**config.mk**
```make
export PLATFORM = sky130hd
export DESIGN_NAME = mips_multicycle_control
export DESIGN_NICKNAME = d
export VERILOG_FILES = /design/src/rtl/mips_multicycle_control.sv
export SDC_FILE = /design/constraint.sdc
export NUM_CORES = 1
export LEC_CHECK = 0
export BUFFER_PORTS_ARGS = -buffer_cell sky130_fd_sc_hd__buf_2
export CELL_PAD_IN_SITES_DETAIL_PLACEMENT = 1
export CELL_PAD_IN_SITES_GLOBAL_PLACEMENT = 1
export CORE_ASPECT_RATIO = 1.1
export CORE_MARGIN = 2
export CORE_UTILIZATION = 30
export DETAILED_ROUTE_END_ITERATION = 7
export HOLD_SLACK_MARGIN = 0.06
export PLACE_DENSITY_LB_ADDON = 0.1
export SLEW_MARGIN = 20
export SYNTH_ARGS = -nofsm -noshare
export SYNTH_HDL_FRONTEND = slang
export SYNTH_SLANG_ARGS = --single-unit
```
**constraint.sdc**
```tcl
create_clock -name clk -period 2.2 [get_ports clk]
set_input_delay 0 -clock clk [delete_from_list [all_inputs] [get_ports clk]]
set_output_delay 0 -clock clk [all_outputs]
set_load 0.1 [all_outputs]
```
**src/rtl/mips_multicycle_control.sv**
```systemverilog
// Main control FSM for the multicycle MIPS datapath.
// Moore-style datapath strobes are decoded from the current state.
// A watchdog aborts memory waits that last too long.
// A counter tracks retired instructions.
module mips_multicycle_control #(
  parameter int MEM_TIMEOUT = 16,
  parameter int CNT_W       = 32
) (
  input  logic             clk,
  input  logic             reset,
  input  logic [5:0]       Opcode,
  input  logic             mem_ready,
  output logic [1:0]       AluOp,
  output logic             AluSrcA,
  output logic [1:0]       AluSrcB,
  output logic [1:0]       PcSrc,
  output logic             PcWrite,
  output logic             PcWriteCond,
  output logic             IorD,
  output logic             MemRead,
  output logic             MemWrite,
  output logic             IRWrite,
  output logic             MemtoReg,
  output logic             RegDst,
  output logic             RegWrite,
  output logic             illegal_op,
  output logic             mem_timeout,
  output logic [3:0]       state,
  output logic [CNT_W-1:0] retired
);

  typedef enum logic [3:0] {
    S_FETCH  = 4'd0,
    S_DECODE = 4'd1,
    S_MEMADR = 4'd2,
    S_MEMRD  = 4'd3,
    S_MEMWB  = 4'd4,
    S_MEMWR  = 4'd5,
    S_EXEC   = 4'd6,
    S_ALUWB  = 4'd7,
    S_BRANCH = 4'd8,
    S_ADDIEX = 4'd9,
    S_ADDIWB = 4'd10,
    S_JUMP   = 4'd11
  } state_t;

  localparam logic [5:0] OP_R    = 6'b000000;
  localparam logic [5:0] OP_LW   = 6'b100011;
  localparam logic [5:0] OP_SW   = 6'b101011;
  localparam logic [5:0] OP_BEQ  = 6'b000100;
  localparam logic [5:0] OP_ADDI = 6'b001000;
  localparam logic [5:0] OP_J    = 6'b000010;

  // The watchdog counter only needs to reach MEM_TIMEOUT-1.
  localparam int WD_W = (MEM_TIMEOUT > 1) ? $clog2(MEM_TIMEOUT) : 1;
  localparam logic [WD_W-1:0] WD_LAST = WD_W'((MEM_TIMEOUT > 0) ? MEM_TIMEOUT - 1 : 0);

  state_t           state_reg, state_next;
  logic [WD_W-1:0]  wdog_reg, wdog_next;
  logic [CNT_W-1:0] retired_reg, retired_next;
  logic             mem_state;
  logic             timeout_hit;
  logic             retire_src;

  // Register state, watchdog and retired counter; reset aborts any instruction.
  always_ff @(posedge clk) begin
    if (reset) begin
      state_reg   <= S_FETCH;
      wdog_reg    <= '0;
      retired_reg <= '0;
    end else begin
      state_reg   <= state_next;
      wdog_reg    <= wdog_next;
      retired_reg <= retired_next;
    end
  end

  // Next state, watchdog and retire logic, plus strobes that are forced low during reset.
  always_comb begin
    state_next   = state_reg;
    AluOp        = 2'b00;
    AluSrcA      = 1'b0;
    AluSrcB      = 2'b00;
    PcSrc        = 2'b00;
    PcWrite      = 1'b0;
    PcWriteCond  = 1'b0;
    IorD         = 1'b0;
    MemRead      = 1'b0;
    MemWrite     = 1'b0;
    IRWrite      = 1'b0;
    MemtoReg     = 1'b0;
    RegDst       = 1'b0;
    RegWrite     = 1'b0;
    illegal_op   = 1'b0;
    mem_timeout  = 1'b0;

    mem_state   = (state_reg == S_FETCH) || (state_reg == S_MEMRD) || (state_reg == S_MEMWR);
    timeout_hit = (MEM_TIMEOUT > 0) && mem_state && !mem_ready && (wdog_reg == WD_LAST);

    case (state_reg)
      S_FETCH: begin
        MemRead = 1'b1;
        AluSrcB = 2'b01;
        if (mem_ready) begin
          IRWrite    = 1'b1;
          PcWrite    = 1'b1;
          state_next = S_DECODE;
        end
      end
      S_DECODE: begin
        AluSrcB = 2'b11;
        case (Opcode)
          OP_R:         state_next = S_EXEC;
          OP_LW, OP_SW: state_next = S_MEMADR;
          OP_BEQ:       state_next = S_BRANCH;
          OP_ADDI:      state_next = S_ADDIEX;
          OP_J:         state_next = S_JUMP;
          default: begin
            illegal_op = 1'b1;
            state_next = S_FETCH;
          end
        endcase
      end
      S_MEMADR: begin
        AluSrcA    = 1'b1;
        AluSrcB    = 2'b10;
        state_next = (Opcode == OP_SW) ? S_MEMWR : S_MEMRD;
      end
      S_MEMRD: begin
        IorD    = 1'b1;
        MemRead = 1'b1;
        if (mem_ready) state_next = S_MEMWB;
      end
      S_MEMWB: begin
        RegWrite   = 1'b1;
        MemtoReg   = 1'b1;
        state_next = S_FETCH;
      end
      S_MEMWR: begin
        IorD     = 1'b1;
        MemWrite = 1'b1;
        if (mem_ready) state_next = S_FETCH;
      end
      S_EXEC: begin
        AluSrcA    = 1'b1;
        AluOp      = 2'b10;
        state_next = S_ALUWB;
      end
      S_ALUWB: begin
        RegWrite   = 1'b1;
        RegDst     = 1'b1;
        state_next = S_FETCH;
      end
      S_BRANCH: begin
        AluSrcA     = 1'b1;
        AluOp       = 2'b01;
        PcWriteCond = 1'b1;
        PcSrc       = 2'b01;
        state_next  = S_FETCH;
      end
      S_ADDIEX: begin
        AluSrcA    = 1'b1;
        AluSrcB    = 2'b10;
        state_next = S_ADDIWB;
      end
      S_ADDIWB: begin
        RegWrite   = 1'b1;
        state_next = S_FETCH;
      end
      S_JUMP: begin
        PcWrite    = 1'b1;
        PcSrc      = 2'b10;
        state_next = S_FETCH;
      end
      default: state_next = S_FETCH;
    endcase

    // A watchdog abort overrides the normal transition; strobes stay as decoded.
    if (timeout_hit) begin
      mem_timeout = 1'b1;
      state_next  = S_FETCH;
    end

    // Count instructions that complete normally into FETCH.
    retire_src = (state_reg == S_MEMWB) || (state_reg == S_MEMWR) || (state_reg == S_ALUWB) ||
                 (state_reg == S_BRANCH) || (state_reg == S_ADDIWB) || (state_reg == S_JUMP);
    retired_next = retired_reg;
    if (retire_src && (state_next == S_FETCH) && !timeout_hit)
      retired_next = retired_reg + 1'b1;

    wdog_next = wdog_reg;
    if ((MEM_TIMEOUT == 0) || timeout_hit || (state_next != state_reg) || mem_ready)
      wdog_next = '0;
    else if (mem_state)
      wdog_next = wdog_reg + 1'b1;

    if (reset) begin
      AluOp       = 2'b00;
      AluSrcA     = 1'b0;
      AluSrcB     = 2'b00;
      PcSrc       = 2'b00;
      PcWrite     = 1'b0;
      PcWriteCond = 1'b0;
      IorD        = 1'b0;
      MemRead     = 1'b0;
      MemWrite    = 1'b0;
      IRWrite     = 1'b0;
      MemtoReg    = 1'b0;
      RegDst      = 1'b0;
      RegWrite    = 1'b0;
      illegal_op  = 1'b0;
      mem_timeout = 1'b0;
    end
  end

  assign state   = state_reg;
  assign retired = retired_reg;

endmodule

```
==> results.yml, run 1 <==
sta:
  setup_ws_ps: -12.8
  hold_viol_final: 0
  timing.slew.headroom_pct: 67.4
  grt_setup_unrepaired: "yes"
  finalWorstPathRequiredPeriod_ps: 2210
  clock.fmax_ghz: 0.452
  slew_viol_final: 0
  worst_slew_pin_slew_ps: 482
  fin_worst_skew_ps: 5.99
  setup_viol: 2
  timing.final.crit_share_pct: 101
  setup_tns_ps: -15.5
place:
  routabilityCongestion: 0.828
  placed_cell_area_um2: 3190
  place.port_buffers: 62
  place.detailed.instances: 481
  place_hpwl_um: 5570
die:
  rows: 34
  design.die.area_um2: 8980
  initial_utilization_pct: 31.1
  fp.dieH_um: 99.2
  pin_count: 63
  floorplan.core_area_um2: 7960
  floorplan.die.width_um: 90.6
routing:
  detail_route.iter0.violations: 60
  route.vias.total: 2733
  dr.pass1.iters: 4
  final_antenna_net_count: 0
  wire_per_inst_um: 17.1
  drt_wl_total_um: 8530
  drc: 0
  viasPerCell: 5.48
status:
  outcome: "complete, but fails checks"
  violated_checks: "negative setup slack"
pwr:
  peakVddDrop_mv: 0.282
  power_leakage_nw: 1.34
  pwr_density_cell_nw_per_um2: 449
logic_synthesis:
  synthDominantCellAreaShare_pct: 32.4
  synth_commonest_cells: "40 x dfxtp_1, 28 x a21oi_1, 23 x nor2_1"
  synth_simple_gate_area_share_pct: 31.8
  synth_enable_flop_cells: 0
  synth_cell_type_count: 51
  synthMostInstantiatedCell: "dfxtp_1"
  synthesis.nets: 321
  yosys.area_share.adder_pct: 1.01
  ys.flop_type: "dfxtp_1"
  muxShareOfSynthArea_pct: 1.27
  yosys.area_share.xor_xnor_pct: 5.62
  netlist_area_um2: 2470
  main_combinational_cell_family_by_area_after_synthesis: "simple AND/OR/NAND/NOR gates"
  ys_ff_latch: 40
  ys_top_cells_by_area: "dfxtp_1 32%, a21oi_1 5.7%, or4_1 5.5%"
  netlist_instances: 310
  synth_async_sr_flop_share_pct: 0
  synth_compound_area_share_pct: 21.6
  avgSynthCellArea_um2: 7.98
  yosys.area.top_type: "dfxtp_1"
  yosysWarningCount: 0
  ys_seq_area_share_pct: 32.4
grt:
  vias_in_the_first_global_route: 2706
  grt_antenna_before_repair: 0
  grt_max_degree: 48
  global_route.overflow_total: 0
  grt_first_pass_wirelength_um: 13200
  aggregate_global_route_resource_usage_pct: 17.5
critical_path:
  worst_setup_path_end_kind: "flip-flop"
  critical_path_class: "reg2reg"
  worst-path-max-fanout: 6
  setup.reg_to_reg.worst_slack_ps: -10
  regToRegEndpoint: "retired[15]"
  crit_path_start: "state[3]"
  ff2ff_path_depth: 7
  cp.required_ps: 2420
  start_kind: "flip-flop"
  arrival_ps: 2430
  r2r-start: "state[3]"
hold_path:
  holdCritPathClass: "in2reg"
  launch_instance_of_the_worst_min_delay_path: "Opcode[4]"
  hold_path_depth: 4
  whs_endpoint: "state[3]"
cts:
  post_cts_hold_buffer_count: 0
  cts.sink_count: 40
  clk_transition_reported_paths_ps: 80
  cts_h_tree_depth: 2
  cts_made_buffers: 5
  clock_tree.buffer_depth: 2
  cts-root-buf: "clkbuf_8"
  cts_tree: "done"
  clk-insertion-delay-late_ps: 290
layout:
  area_growth_pct: 48.1
  largest_reg_flops: 32
  num_antenna_cells: 0
  layout_cell_share_with_drive_strength_beyond_1_pct: 47.8
  final_net_count: 401
  stdcell_area_um2: 3660
  cell_count_final_fillers_out: 499
flow_run:
  max_cap_viol: 0
-- routing by layer --
| metal | wire (µm) | share of wire [%] | track usage, % | vias to the layer above |
|---|---|---|---|---|
| met1 | 3760 | 44 | 22.5 | 1343 |
| li1 | - | - | - | 1327 |
| met4 | 129 | 1.5 | 6.39 | 0 |
| met3 | 250 | 2.9 | 2.35 | 9 |
| met5 | 0 | 0 | 0 | - |
| met2 | 4390 | 51 | 29.9 | 54 |
-- power by group --
part / total [mW] / switching (mW) / leakage [nW] / internal (mW)
sequential: 0.724 / 0.00630 / 0.341 / 0.717
clock: 0.680 / 0.271 / 0.0636 / 0.408
combinational: 0.239 / 0.168 / 0.935 / 0.0710
-- per-stage QoR --
step	utilization (%)	setup WS (ps)	total power [mW]	hold WS, ps
2_1_floorplan	-	-229	0.899	167
3_3_place_gp	40.0	-14.9	0.945	439
3_5_place_dp	40.0	-62.9	0.948	453
4_1_cts	42.1	-3.21	1.63	141
5_1_grt	46.0	-97.0	1.72	154
6_report	46.0	-12.8	1.64	142
-- worst max path at each step --
| stage | slack, ps | to |
|---|---|---|
| finish | -10 | retired[15] |
| detailed placement | -60 | wdog_reg[1] |
| floorplan | -230 | PcSrc[0] |
| global route | -100 | retired[15] |
| global placement | -10 | wdog_reg[3] |
| CTS | -3 | retired[19] |
-- what timing repair did --
action / in CTS / in global routing
pin swaps: 2 / 12
resized for setup: 4 / 37
endpoints found under the setup margin: 13 / 25
setup buffers: 2 / 4
cloned: 0 / 4
-- worst max-delay path, cell delays in order (launching register included) --
cell	delay (ps)
dfxtp_4	360
or4bb_1	510
o22ai_2	150
a2bb2oi_2	90
a21o_4	270
clkbuf_16	170
or4_1	460
a21oi_1	120
-- cell families (layout without fill, tap and decap cells) --
kind of cell,count (synthesis),count (layout)
AO/OA/AOI/OAI,80,80
XOR/XNOR,15,15
adder cells (fa/ha/maj),2,2
buffers and inverters,31,112
flip-flops,40,40
multiplexers,3,3
AND/OR/NAND/NOR,139,139
-- layout by cell type, fill, tap and decap left out, types with 4 or more instances in the layout --
cell       netlist  layout
dfxtp_1         40       9
xor2_1           4       4
nand3_1         16      16
nor3_1           8       6
dfxtp_2          0      23
nor3b_1          4       4
inv_1            9       9
or4_1           18      16
nor4_4           0       6
a21oi_2          0       4
dfxtp_4          0       8
buf_4            2      24
o21ai_1          1       7
nor2_2           0       6
o31ai_2          0       5
clkbuf_16        0       4
nor2_1          23      17
o21ai_0         10       4
nand4_1          6       6
a2111oi_2        0       4
buf_2            3      62
a21oi_1         28      24
and3_1           5       4
clkbuf_8         0       5
xnor2_1         10      10
nand2_1         20      17
o31ai_1         17      12
or3_1            8       6
-- cell type report --
class	instances	area [µm²]
Clock buffer	7	97.6
Clock inverter	1	30.0
Fill cell	976	4290
Inverter	9	33.8
Multi-Input combinational cell	239	1850
Sequential cell	40	860
Tap cell	108	135
Timing Repair Buffer	95	659
Note: power is estimated with default switching activity, not from simulation.
==> run 2: changes to the inputs <==
==> constraint.sdc (replaced) <==
create_clock -name clk -period 2.36 [get_ports clk]
set_input_delay 0 -clock clk [delete_from_list [all_inputs] [get_ports clk]]
set_output_delay 0 -clock clk [all_outputs]
set_load 0.1 [all_outputs]
==> results.yml, run 2 (same netlist as run 1, synthesis figures left out) <==
layout:
  fill_cells: 1007
  multi_input_logic_area_um2: 1680
  area.sequential_um2: 848
  num_antenna_cells: 0
  layout_cell_share_with_drive_strength_beyond_1_pct: 39.7
  cell_count_final_fillers_out: 491
  most-common-layout-cells: "62 x buf_2, 24 x a21oi_1, 22 x buf_4"
  stdcell_area_um2: 3330
  largest_reg_flops: 32
  area_growth_pct: 34.7
  final_net_count: 394
  layout.cells.most_common: "buf_2"
sta:
  clock.fmax_ghz: 0.431
  slew_viol_final: 0
  hold_viol_final: 0
  timing.final.crit_share_pct: 98.2
  worst_slew_pin_slew_ps: 595
  setup_tns_ps: 0
  fin_worst_skew_ps: 8.92
  timing.slew.headroom_pct: 60.3
  finalWorstPathRequiredPeriod_ps: 2320
  timing.hold.ws_ps: 135
  setup_viol: 0
critical_path:
  start_kind: "flip-flop"
  worst-path-max-fanout: 18
  ff2ff_path_depth: 7
  arrival_ps: 2550
  worst_setup_path_end_kind: "flip-flop"
  worst_path_largest_cell_delay_ps: 520
  crit_path_cell_trace: "or4bb_1 > o22ai_2 > a2bb2oi_2 > a21o_2 > buf_12 > or4_4 > a21oi_2"
  crit_path_top_delay_cell: "or4bb_1"
  cp.required_ps: 2590
  critical_path_class: "reg2reg"
cts:
  cts.sink_count: 40
  cts_made_buffers: 5
  clock_tree.buffer_depth: 2
  clk-insertion-delay-late_ps: 300
  cts-root-buf: "clkbuf_8"
  clk_transition_reported_paths_ps: 80
  cts_tree: "done"
  cts_h_tree_depth: 2
routing:
  final_antenna_net_count: 0
  drt_wl_total_um: 7850
  dr.pass1.iters: 4
  detail_route.iter0.violations: 46
  drc: 0
  viasPerCell: 5.39
  route.vias.total: 2648
  wire_per_inst_um: 16.0
die:
  design.die.area_um2: 8980
  pin_count: 63
  floorplan.die.width_um: 90.6
  initial_utilization_pct: 31.1
  fp.dieH_um: 99.2
  rows: 34
  floorplan.core_area_um2: 7960
place:
  place.port_buffers: 62
  place.detailed.instances: 479
  routabilityCongestion: 0.778
  place_hpwl_um: 5570
  placed_cell_area_um2: 3130
grt:
  grt.met3_usage_pct: 3.26
  grtUsageMet2_pct: 30.4
  grt_util_met1_pct: 22.3
  grt_antenna_before_repair: 0
  top_usage_layer: "met2"
  grt_first_pass_wirelength_um: 13000
  global_route.overflow_total: 0
  vias_in_the_first_global_route: 2648
  grt_max_degree: 33
  aggregate_global_route_resource_usage_pct: 17.5
flow_run:
  max_cap_viol: 0
pwr:
  peakVddDrop_mv: 0.191
  power_leakage_nw: 1.21
  pwr_density_cell_nw_per_um2: 399
hold_path:
  hold_path_depth: 4
  holdCritPathClass: "in2reg"
status:
  outcome: "finished, final reports clean"
-- run 2: changes by cell type in the layout (fill, tap and decap cells not counted), moves of 4 or more --
cell	change
o21ai_1	-6
nor4_1	+4
o31ai_1	+5
o31ai_2	-5
dfxtp_1	+5
o21ai_0	+6
-- run 2: power breakdown --
part	total, mW	switching, mW	leakage (nW)	internal (mW)
Sequential	0.677	0.00560	0.337	0.671
Combinational	0.191	0.137	0.828	0.0534
Clock	0.461	0.260	0.0400	0.201
-- run 2: worst max-delay path, delay by kind of cell (launching register included) --
family	cells	cell delay [ps]
and+or+nand+nor	2	1030
AOI/OAI and AO/OA	4	670
DFF	1	390
buffers and inverters	1	160
-- run 2: stage by stage --
stage                     worst slack, ps  util [%]  power [mW]
after floorplan                      -212         -       0.831
after global placement               74.0      39.3       0.876
after detailed placement            -7.45      39.3       0.878
after CTS                            33.4      40.4        1.34
after global routing                -17.2      41.9        1.39
final                                41.6      41.9        1.33
-- run 2: path summary, 6_finish.rpt --
path,from,end,slack [ps]
max,state[1],retired[21],40
min,Opcode[4],state[3],130
max reg2reg,state[1],retired[21],40
min reg2reg,retired[31],retired[31],490
-- run 2: metal layers --
metal	wire [µm]	up-vias
li1	-	1310
met1	3710	1297
met2	3820	36
met3	255	5
met4	57	0
met5	0	-
-- run 2: layout make-up --
class | count | share of cell area (%)
timing repair buffer | 88 | 16.7
sequential | 40 | 25.5
multi-input combinational | 239 | 50.3
tap | 108 | 4.06
inverter | 9 | 1.01
clock inverter | 2 | 0.376
clock buffer | 5 | 2.07
-- run 2: repair_timing --
item | 4_1_cts | 5_1_grt
gates cloned | 0 | 1
setup buffers | 0 | 4
setup endpoints to repair | 9 | 19
hold buffers | 0 | 0
pin swaps | 0 | 6
resized for setup | 1 | 14
==> run 3: changes to the inputs <==
--- a/config.mk
+++ b/config.mk
@@ -5,6 +5,7 @@
 export SDC_FILE = /design/constraint.sdc
 export NUM_CORES = 1
 export LEC_CHECK = 0
+export ABC_AREA = 1
 export BUFFER_PORTS_ARGS = -buffer_cell sky130_fd_sc_hd__buf_2
 export CELL_PAD_IN_SITES_DETAIL_PLACEMENT = 1
 export CELL_PAD_IN_SITES_GLOBAL_PLACEMENT = 1
==> results.yml, run 3 <==
pwr:
  tot_pwr_mw: 1.37
  peakVddDrop_mv: 0.200
  power_leakage_nw: 1.46
  pwr_density_cell_nw_per_um2: 387
logic_synthesis:
  yosys.area.top_type: "dfxtp_1"
  synthDominantCellAreaShare_pct: 27.2
  netlist_instances: 489
  ys_seq_area_share_pct: 27.2
  avgSynthCellArea_um2: 6.03
  synth_commonest_cells: "156 x nand2_1, 73 x nor2_1, 58 x nand3_1"
  ys_ff_latch: 40
  ys.flop_type: "dfxtp_1"
  synth_async_sr_flop_share_pct: 0
  synthesis.nets: 500
  synth_cell_type_count: 35
  ys_top_cells_by_area: "dfxtp_1 27%, nand2_1 20%, nand3_1 9.9%"
  synthMostInstantiatedCell: "nand2_1"
  netlist_area_um2: 2950
  synth_enable_flop_cells: 0
  yosysWarningCount: 0
critical_path:
  worst_path_largest_cell_delay_ps: 430
  r2r-start: "state[1]"
  crit_path_cell_trace: "nand2_1 > inv_1 > nand3_1 > nand2_1 > nor2_1 > nand2_1 > nand2_4 > nand2_4 > nand2_1 > a21oi_1"
  setup.reg_to_reg.worst_slack_ps: 430
  cp.required_ps: 2590
  critical_path.most_common_cell: "nand2_1"
  critical_path_class: "reg2reg"
  critPathTopFamily: "simple AND/OR/NAND/NOR gates"
  worst_setup_path_end_kind: "flip-flop"
  worst-path-max-fanout: 32
  arrival_ps: 2160
  crit_path_top_delay_cell: "dfxtp_2"
  ff2ff_path_depth: 10
  regToRegEndpoint: "retired[8]"
  start_kind: "flip-flop"
  critPathBufInv: 1
routing:
  drc: 0
  final_antenna_net_count: 0
  dr.pass1.iters: 4
  route.vias.total: 3255
  wire_per_inst_um: 14.3
  detail_route.iter0.violations: 63
  viasPerCell: 4.87
  drt_wl_total_um: 9550
place:
  dpl_worst_slack_ps: 441
  routabilityCongestion: 0.867
  place.detailed.instances: 660
  place.port_buffers: 62
  place_hpwl_um: 7620
die:
  floorplan.die.width_um: 98.5
  floorplan.core_area_um2: 9440
  design.die.area_um2: 10600
  initial_utilization_pct: 31.2
  pin_count: 63
  fp.dieH_um: 108
  rows: 37
layout:
  area_growth_pct: 20.0
  most-common-layout-cells: "156 x nand2_1, 65 x nor2_1, 62 x buf_2"
  largest_reg_flops: 32
  cell_count_final_fillers_out: 668
  final_net_count: 561
  layout.cells.most_common: "nand2_1"
  layout_cell_share_with_drive_strength_beyond_1_pct: 20.7
  num_antenna_cells: 0
cts:
  cts_made_buffers: 5
  cts-resized-gates: 0
  cts.sink_count: 40
  clk-insertion-delay-late_ps: 290
  cts-root-buf: "clkbuf_8"
  cts_setup_buffers: 0
  clk_transition_reported_paths_ps: 90
  post_cts_hold_buffer_count: 0
  clock_tree.buffer_depth: 2
  cts_tree: "done"
  cts_h_tree_depth: 2
hold_path:
  hold_path_depth: 2
  holdCritPathClass: "in2reg"
  whs_endpoint: "state[3]"
  launch_instance_of_the_worst_min_delay_path: "reset"
grt:
  global_route.overflow_total: 0
  grt_first_pass_wirelength_um: 15800
  grt_antenna_before_repair: 0
  grt_max_degree: 36
  aggregate_global_route_resource_usage_pct: 18.3
  vias_in_the_first_global_route: 3337
sta:
  hold_viol_final: 0
  timing.slew.headroom_pct: 66.2
  fin_worst_skew_ps: 6.65
  grt_setup_unrepaired: "no"
  finalWorstPathRequiredPeriod_ps: 1930
  setup_viol: 0
  timing.final.crit_share_pct: 81.9
  clock.fmax_ghz: 0.518
  setup_ws_ps: 428
  timing.hold.ws_ps: 157
  worst_slew_pin_slew_ps: 511
  slew_viol_final: 0
  setup_tns_ps: 0
status:
  outcome: "finished, final reports clean"
flow_run:
  max_cap_viol: 0
[run 3: cell families after synthesis]
kind of cell	count (synthesis)	share of synthesized area, %
and+or+nand+nor	322	47.9
buffers and inverters	62	10.4
AOI/OAI and AO/OA	45	8.32
DFF	40	27.2
xor gates and xnor gates	18	5.35
adders and majority gates	2	0.849
[run 3: worst register-to-register path: cells and delay by family (launching register included)]
family	cells	cell delay (ps)
buffers and inverters	1	150
flip-flops	1	430
AO/OA/AOI/OAI	1	140
AND/OR/NAND/NOR	8	1140
[run 3: final cells by class]
class / count / area [µm²]
fillers: 1299 / 5910
multi-input cells: 387 / 1940
flip-flops and latches: 40 / 808
repair buffers: 70 / 370
inverters: 46 / 178
well taps: 117 / 146
clock buffers: 8 / 90.1
[run 3: report_power, final]
| group | internal, mW | switching (mW) | leakage [nW] |
|---|---|---|---|
| registers | 0.678 | 0.00485 | 0.325 |
| logic | 0.0368 | 0.152 | 1.09 |
| clock network | 0.239 | 0.257 | 0.0455 |
| total | 0.954 | 0.413 | 1.46 |
[run 3: per-layer routing]
layer | up-vias | GRT usage [%] | routed length, µm
met5 | - | 0 | 0
met4 | 0 | 4.50 | 124
met3 | 7 | 2.84 | 311
met2 | 46 | 36.5 | 5130
met1 | 1523 | 20.0 | 3990
li1 | 1679 | - | -
[run 3: worst max-delay path by stage]
stage               startpoint           to  slack [ps]  cells after the start
floorplan             state[2]   illegal_op        -240                      5
global placement      state[3]  retired[26]         500                     10
detailed placement    state[1]   retired[8]         440                      9
CTS                   state[1]   retired[8]         420                     10
global route          state[3]  retired[29]         160                      9
finish                state[1]   retired[8]         430                     10
[run 3: metrics by stage]
step	area, µm²	util [%]
after floorplan	3060	-
after global placement	3440	36.5
after detailed placement	3440	36.5
after CTS	3530	37.4
after global routing	3530	37.4
final	3530	37.4
